File: src/rtl/hazard_meta_pipe_pkg.sv
// Shared optype encodings and the per-stage hazard metadata record.
package hazard_pkg;
  localparam logic [1:0] OPT_NONE   = 2'b00;
  localparam logic [1:0] OPT_ALU    = 2'b01;
  localparam logic [1:0] OPT_LOAD   = 2'b10;
  localparam logic [1:0] OPT_BRANCH = 2'b11;

  typedef struct packed {
    logic       valid;
    logic [4:0] rd;
    logic [4:0] rs2;
    logic [1:0] optype;
  } stage_t;

  localparam stage_t BUBBLE = '{valid: 1'b0, rd: 5'd0, rs2: 5'd0, optype: OPT_NONE};
endpackage

File: src/rtl/hazard_meta_pipe_sat_counter.sv
// Saturating up-counter: steps by one per qualifying cycle, sticks at all-ones.
module sat_counter #(
  parameter int W = 32
) (
  input  logic         clk,
  input  logic         rst,
  input  logic         inc,
  output logic [W-1:0] cnt
);
  always_ff @(posedge clk or posedge rst) begin
    if (rst)                  cnt <= '0;
    else if (inc && ~&cnt)    cnt <= cnt + W'(1);
  end
endmodule

File: src/rtl/hazard_meta_pipe.sv
// Hazard metadata pipeline ID->EXE->MEM->WB with stall/flush/load-use counters
// and a sticky watchdog for front-end stalls that never end.
module hazard_meta_pipe
  import hazard_pkg::*;
#(
  parameter int CNT_W       = 32,
  parameter int STALL_LIMIT = 16
) (
  input  logic             clk,
  input  logic             rst,
  input  logic             valid_ID,
  input  logic [1:0]       hazard_optype_ID,
  input  logic [4:0]       rd_ID,
  input  logic [4:0]       rs2_ID,
  input  logic             reg_DE_EN,
  input  logic             reg_DE_flush,
  input  logic             reg_EM_EN,
  input  logic             reg_EM_flush,
  input  logic             reg_MW_EN,
  input  logic             PC_EN_IF,
  input  logic             reg_FD_flush,
  output logic [4:0]       rd_EXE,
  output logic [4:0]       rs2_EXE,
  output logic [1:0]       hazard_optype_ctrl_before1,
  output logic [4:0]       rd_MEM,
  output logic [1:0]       hazard_optype_ctrl_before2,
  output logic [4:0]       rd_WB,
  output logic [CNT_W-1:0] stall_cnt,
  output logic [CNT_W-1:0] flush_cnt,
  output logic [CNT_W-1:0] loaduse_cnt,
  output logic             hang_err
);
  localparam int RUN_W = $clog2(STALL_LIMIT + 1);

  stage_t           r_exe, r_mem, r_wb;
  stage_t           w_id;
  logic [RUN_W-1:0] r_run;
  logic             w_run_hit;
  logic             w_loaduse;

  // An invalid ID slot enters as a clean bubble so rd=0 never aliases a real hazard.
  assign w_id = valid_ID ? '{valid: 1'b1, rd: rd_ID, rs2: rs2_ID, optype: hazard_optype_ID}
                         : BUBBLE;

  always_ff @(posedge clk or posedge rst) begin
    if (rst) begin
      r_exe <= BUBBLE;
      r_mem <= BUBBLE;
      r_wb  <= BUBBLE;
    end else begin
      if (reg_DE_flush)   r_exe <= BUBBLE;
      else if (reg_DE_EN) r_exe <= w_id;
      if (reg_EM_flush)   r_mem <= BUBBLE;
      else if (reg_EM_EN) r_mem <= r_exe;
      if (reg_MW_EN)      r_wb  <= r_mem;
    end
  end

  assign rd_EXE                     = r_exe.rd;
  assign rs2_EXE                    = r_exe.rs2;
  assign hazard_optype_ctrl_before1 = r_exe.optype;
  assign rd_MEM                     = r_mem.rd;
  assign hazard_optype_ctrl_before2 = r_mem.optype;
  assign rd_WB                      = r_wb.rd;

  assign w_loaduse = ~PC_EN_IF && (r_exe.optype == OPT_LOAD);

  sat_counter #(.W(CNT_W)) u_stall_cnt   (.clk(clk), .rst(rst), .inc(~PC_EN_IF),    .cnt(stall_cnt));
  sat_counter #(.W(CNT_W)) u_flush_cnt   (.clk(clk), .rst(rst), .inc(reg_FD_flush), .cnt(flush_cnt));
  sat_counter #(.W(CNT_W)) u_loaduse_cnt (.clk(clk), .rst(rst), .inc(w_loaduse),    .cnt(loaduse_cnt));

  assign w_run_hit = (r_run == RUN_W'(STALL_LIMIT));

  always_ff @(posedge clk or posedge rst) begin
    if (rst) begin
      r_run    <= '0;
      hang_err <= 1'b0;
    end else begin
      if (PC_EN_IF)        r_run <= '0;
      else if (!w_run_hit) r_run <= r_run + RUN_W'(1);
      if (w_run_hit)       hang_err <= 1'b1;
    end
  end

  // Valid bits and downstream rs2/optype are carried for debug visibility only.
  logic w_unused;
  assign w_unused = ^{r_exe.valid, r_mem.valid, r_mem.rs2, r_wb.valid, r_wb.rs2, r_wb.optype};
endmodule
File: config.mk
export PLATFORM = sky130hd
export DESIGN_NAME = hazard_meta_pipe
export DESIGN_NICKNAME = d
export VERILOG_FILES = /design/src/rtl/hazard_meta_pipe_pkg.sv /design/src/rtl/hazard_meta_pipe_sat_counter.sv /design/src/rtl/hazard_meta_pipe.sv
export SDC_FILE = /design/constraint.sdc
export NUM_CORES = 1
export LEC_CHECK = 0
export CAP_MARGIN = 20
export CORE_MARGIN = 2
export CORE_UTILIZATION = 45
export CTS_CLUSTER_DIAMETER = 30
export DETAILED_ROUTE_END_ITERATION = 6
export PLACE_DENSITY_LB_ADDON = 0.3
export RECOVER_POWER = 25
export SYNTH_ARGS = -nofsm -noshare
export SYNTH_HDL_FRONTEND = slang
export SYNTH_SLANG_ARGS = --single-unit
File: constraint.sdc
create_clock -name clk -period 4.27 [get_ports clk]
set_input_delay 0.854 -clock clk [delete_from_list [all_inputs] [get_ports clk]]
set_output_delay 0.854 -clock clk [all_outputs]
set_load 0.1 [all_outputs]
==> summary.md <==
- **Clk network pwr share** 35.3%
- **largest clock skew in the final design** 0.00734 ns
- **count leader, synth** dfrtp_1
- **setup repair after global routing missed its margin** no
- **core area** 13,100 sq um
- **Max transition margin** -61.3%
- **mux contribution to synthesized area** 2.84%
- **Num CTS Buffers** 17
- **ant diodes** 0
- **Detail Route Antenna Nets** 0
- **asr flop ratio synth** 100%
- **placed wire-length estimate** 9970 um
- **number of violations of the max-capacitance limit** 1
- **average via count per standard cell** 5.46
- **total congestion overflow** 0
- **post-synthesis to final-layout area growth** 36.0%
- **via count of the first global-routing pass** 4,788
- **largest net degree at the start of global routing** 65
- **number of enable flip-flop cells after synthesis** 0
- **crit start category** input port
- **post-place setup slack** 1.15 ns
- **Crit. End Element** register
- **clock network latency to the later pin of the worst-skew pair** 0.41 ns
- **required time at the worst-slack endpoint** 4.56 ns
- **global-route wire length before repair** 24,400 um
- **minimum clock period** 3.21 ns
- **violated checks** max-capacitance violations, max-slew violations
- **register clock-pin slew on the reported worst setup and hold paths** 0.05 ns
- **cell area power density** 480 nW/um^2
- **Net Sw Frac** 37.7%
- **Via Count** 4,847
- **area share of the largest cell type after synthesis** 52.7%
- **Placer Congestion** 0.827
- **area fraction in and, or, nand and nor cells after synthesis** 24.5%
- **number of distinct library cells after synthesis** 45
- **total setup buffers inserted after CTS** 0
- **Cell Rows** 42
- **fraction of the cycle the final worst path needs** 75.2%
- **dominant combinational cell family by area after synthesis** simple AND/OR/NAND/NOR gates
- **sequential share of power** 36.5%
- **layout filler cell count** 1,079
- **Leak** 3.49 nW
- **deepest clock path buffer count** 2
- **quantity of gates resized following cts** 0
- **average detailed-routed wire length per instance** 16.1 um
- **total wire length after detailed routing** 14,300 um
- **switching pwr** 1.47 mW
- **final net count** 725
- **netlist area before placement** 5980 sq um
- **router iterations before antenna repair** 5
- **final hold violation count** 0
- **signal arrival time at the worst endpoint** 3.50 ns
- **chip height** 119 um
- **area of the die** 14,200 sq um
- **instance area at placement** 7570 sq um
- **Hold Path Class** register to register
- **cell internal pwr** 2.44 mW
- **post-synth net total** 577
- **CTS H-tree depth** 4
- **Comb power frac** 28.2%
- **ranking of synthesized cells by area** dfrtp_1 (53%), xor2_1 (7.2%), xnor2_1 (6.3%), nand3_1 (5.0%), nand4_1 (3.0%)
- **Post-synth top cells** dfrtp_1 (126), nand3_1 (60), xor2_1 (49)
- **flip-flop and latch count after synthesis** 126
- **proportion of synthesized chip area in sequential cells** 52.7%
- **total of buffers placed on input and output ports** 142
- **least setup slack across all paths after layout** 1.06 ns
- **maximum fanout along the worst path** 24
- **initial cell density of the core** 45.6%
- **Layout Cell Area excl Fill** 8140 sq um
- **share of final-layout standard cells stronger than drive strength 1** 7.17%
- **clock tree from TritonCTS** done
- **total power consumption of the routed design** 3.91 mW
- **Post-synth top flop** dfrtp_1
- **TritonCTS sink count** 126
- **cell at the root of the clock tree** clkbuf_16
- **final count of negative-setup-slack endpoints** 0
- **antenna violations before repair** 0
- **Die Span X** 119 um
- **CTS Hold Bufs** 0
- **Mapped Cells** 550
- **number of top-level pins** 143
- **setup tns final** 0 ns
- **arithmetic-cell share of the synthesized area counting full adders, half adders and majority gates** 1.05%
- **Peak VDD IR** 0.000590 V
- **upper clock frequency limit** 312 MHz
- **type of the setup path with the least slack** input port to register
- **DRT iter0 DRCs** 265
- **area fraction in compound gates after synthesis** 3.39%
- **outcome** finished, violations left
- **post-synthesis area per instance** 10.9 sq um
- **Synth Area in XOR/XNOR** 13.5%
- **Worst Tran Pin Value** 2.42 ns
- **final-report max-slew violation count** 63
- **Synth area leader** dfrtp_1
- **detailed-route DRC error count** 0
- **global-route usage over all layers** 21.3%
- **total of warnings raised by yosys** 0
layout by cell type, fill, tap and decap left out, types with 18 or more instances in the layout:
| cell | n |
|---|---|
| nor2_1 | 36 |
| clkdlybuf4s50_1 | 138 |
| nand3_1 | 60 |
| nor4_1 | 23 |
| nor3_1 | 18 |
| nand2_1 | 35 |
| xnor2_1 | 43 |
| xor2_1 | 49 |
| dfrtp_1 | 126 |
| nand4_1 | 29 |
layout make-up:
type                            count  area [sq um]  area share, %
Inverter                            8          30.0          0.369
Timing Repair Buffer              145          1450           17.9
Sequential cell                   126          3150           38.8
Multi-Input combinational cell    400          2710           33.3
Clock inverter                      6          55.1          0.677
Clock buffer                       26           519           6.38
Tap cell                          176           220           2.71
routing by layer:
layer	vias up	global-route usage [%]	wire length [um]
met2	120	34.2	7100
met3	12	5.51	635
met4	0	7.06	115
li1	2281	-	-
met1	2434	28.3	6460
met5	-	0	0
metrics by stage:
stage	utilization (%)	instances	hold WS, ns
after floorplan	-	550	0.497
after global placement	57.6	855	0.453
after detailed placement	57.6	855	0.460
after CTS	62.0	887	0.471
after global routing	61.9	887	0.492
final	61.9	887	0.465
kinds of logic after synthesis:
| family | count (synthesis) |
|---|---|
| fa+ha+maj | 5 |
| buf+inv | 24 |
| flops | 126 |
| mux | 16 |
| compound gates | 27 |
| xor+xnor | 92 |
| simple gates | 260 |
registers in the layout, indices dropped and copies added, names as in the netlist:
signal,flops
u_stall_cnt.cnt,32
hang_err,1
rd_WB,5
rs2_EXE,5
rd_EXE,5
hazard_optype_ctrl_before1,2
rd_MEM,5
hazard_optype_ctrl_before2,2
r_run,5
u_loaduse_cnt.cnt,32
u_flush_cnt.cnt,32
power by group through the flow:
stage | clock network (mW) | logic (mW) | registers, mW
3_3_place_gp | 0 | 1.10 | 1.43
3_5_place_dp | 0 | 1.11 | 1.44
4_1_cts | 1.40 | 1.11 | 1.42
6_report | 1.38 | 1.10 | 1.43
5_1_grt | 1.46 | 1.15 | 1.44
2_1_floorplan | 0 | 0.184 | 2.07
worst paths after layout:
kind,start,cells past startpoint,to,slack (ns)
max,PC_EN_IF,7,u_loaduse_cnt.cnt[27],1.06
min,hang_err,1,hang_err,0.47
max reg2reg,u_flush_cnt.cnt[0],6,u_flush_cnt.cnt[13],1.61
min reg2reg,hang_err,1,hang_err,0.47
max in group asynchronous,rst,2,u_loaduse_cnt.cnt[0],1.28
min in group asynchronous,rst,2,u_stall_cnt.cnt[17],1.59
worst max-delay path, stage by stage:
cell and delay (ns):
dlygate4sd3_1 0.54, clkbuf_1 0.47, or3b_4 0.59, or2_1 0.27, nor4_4 0.42, nand4_1 0.18, xnor2_1 0.16
(Power assumes the default switching activity.)
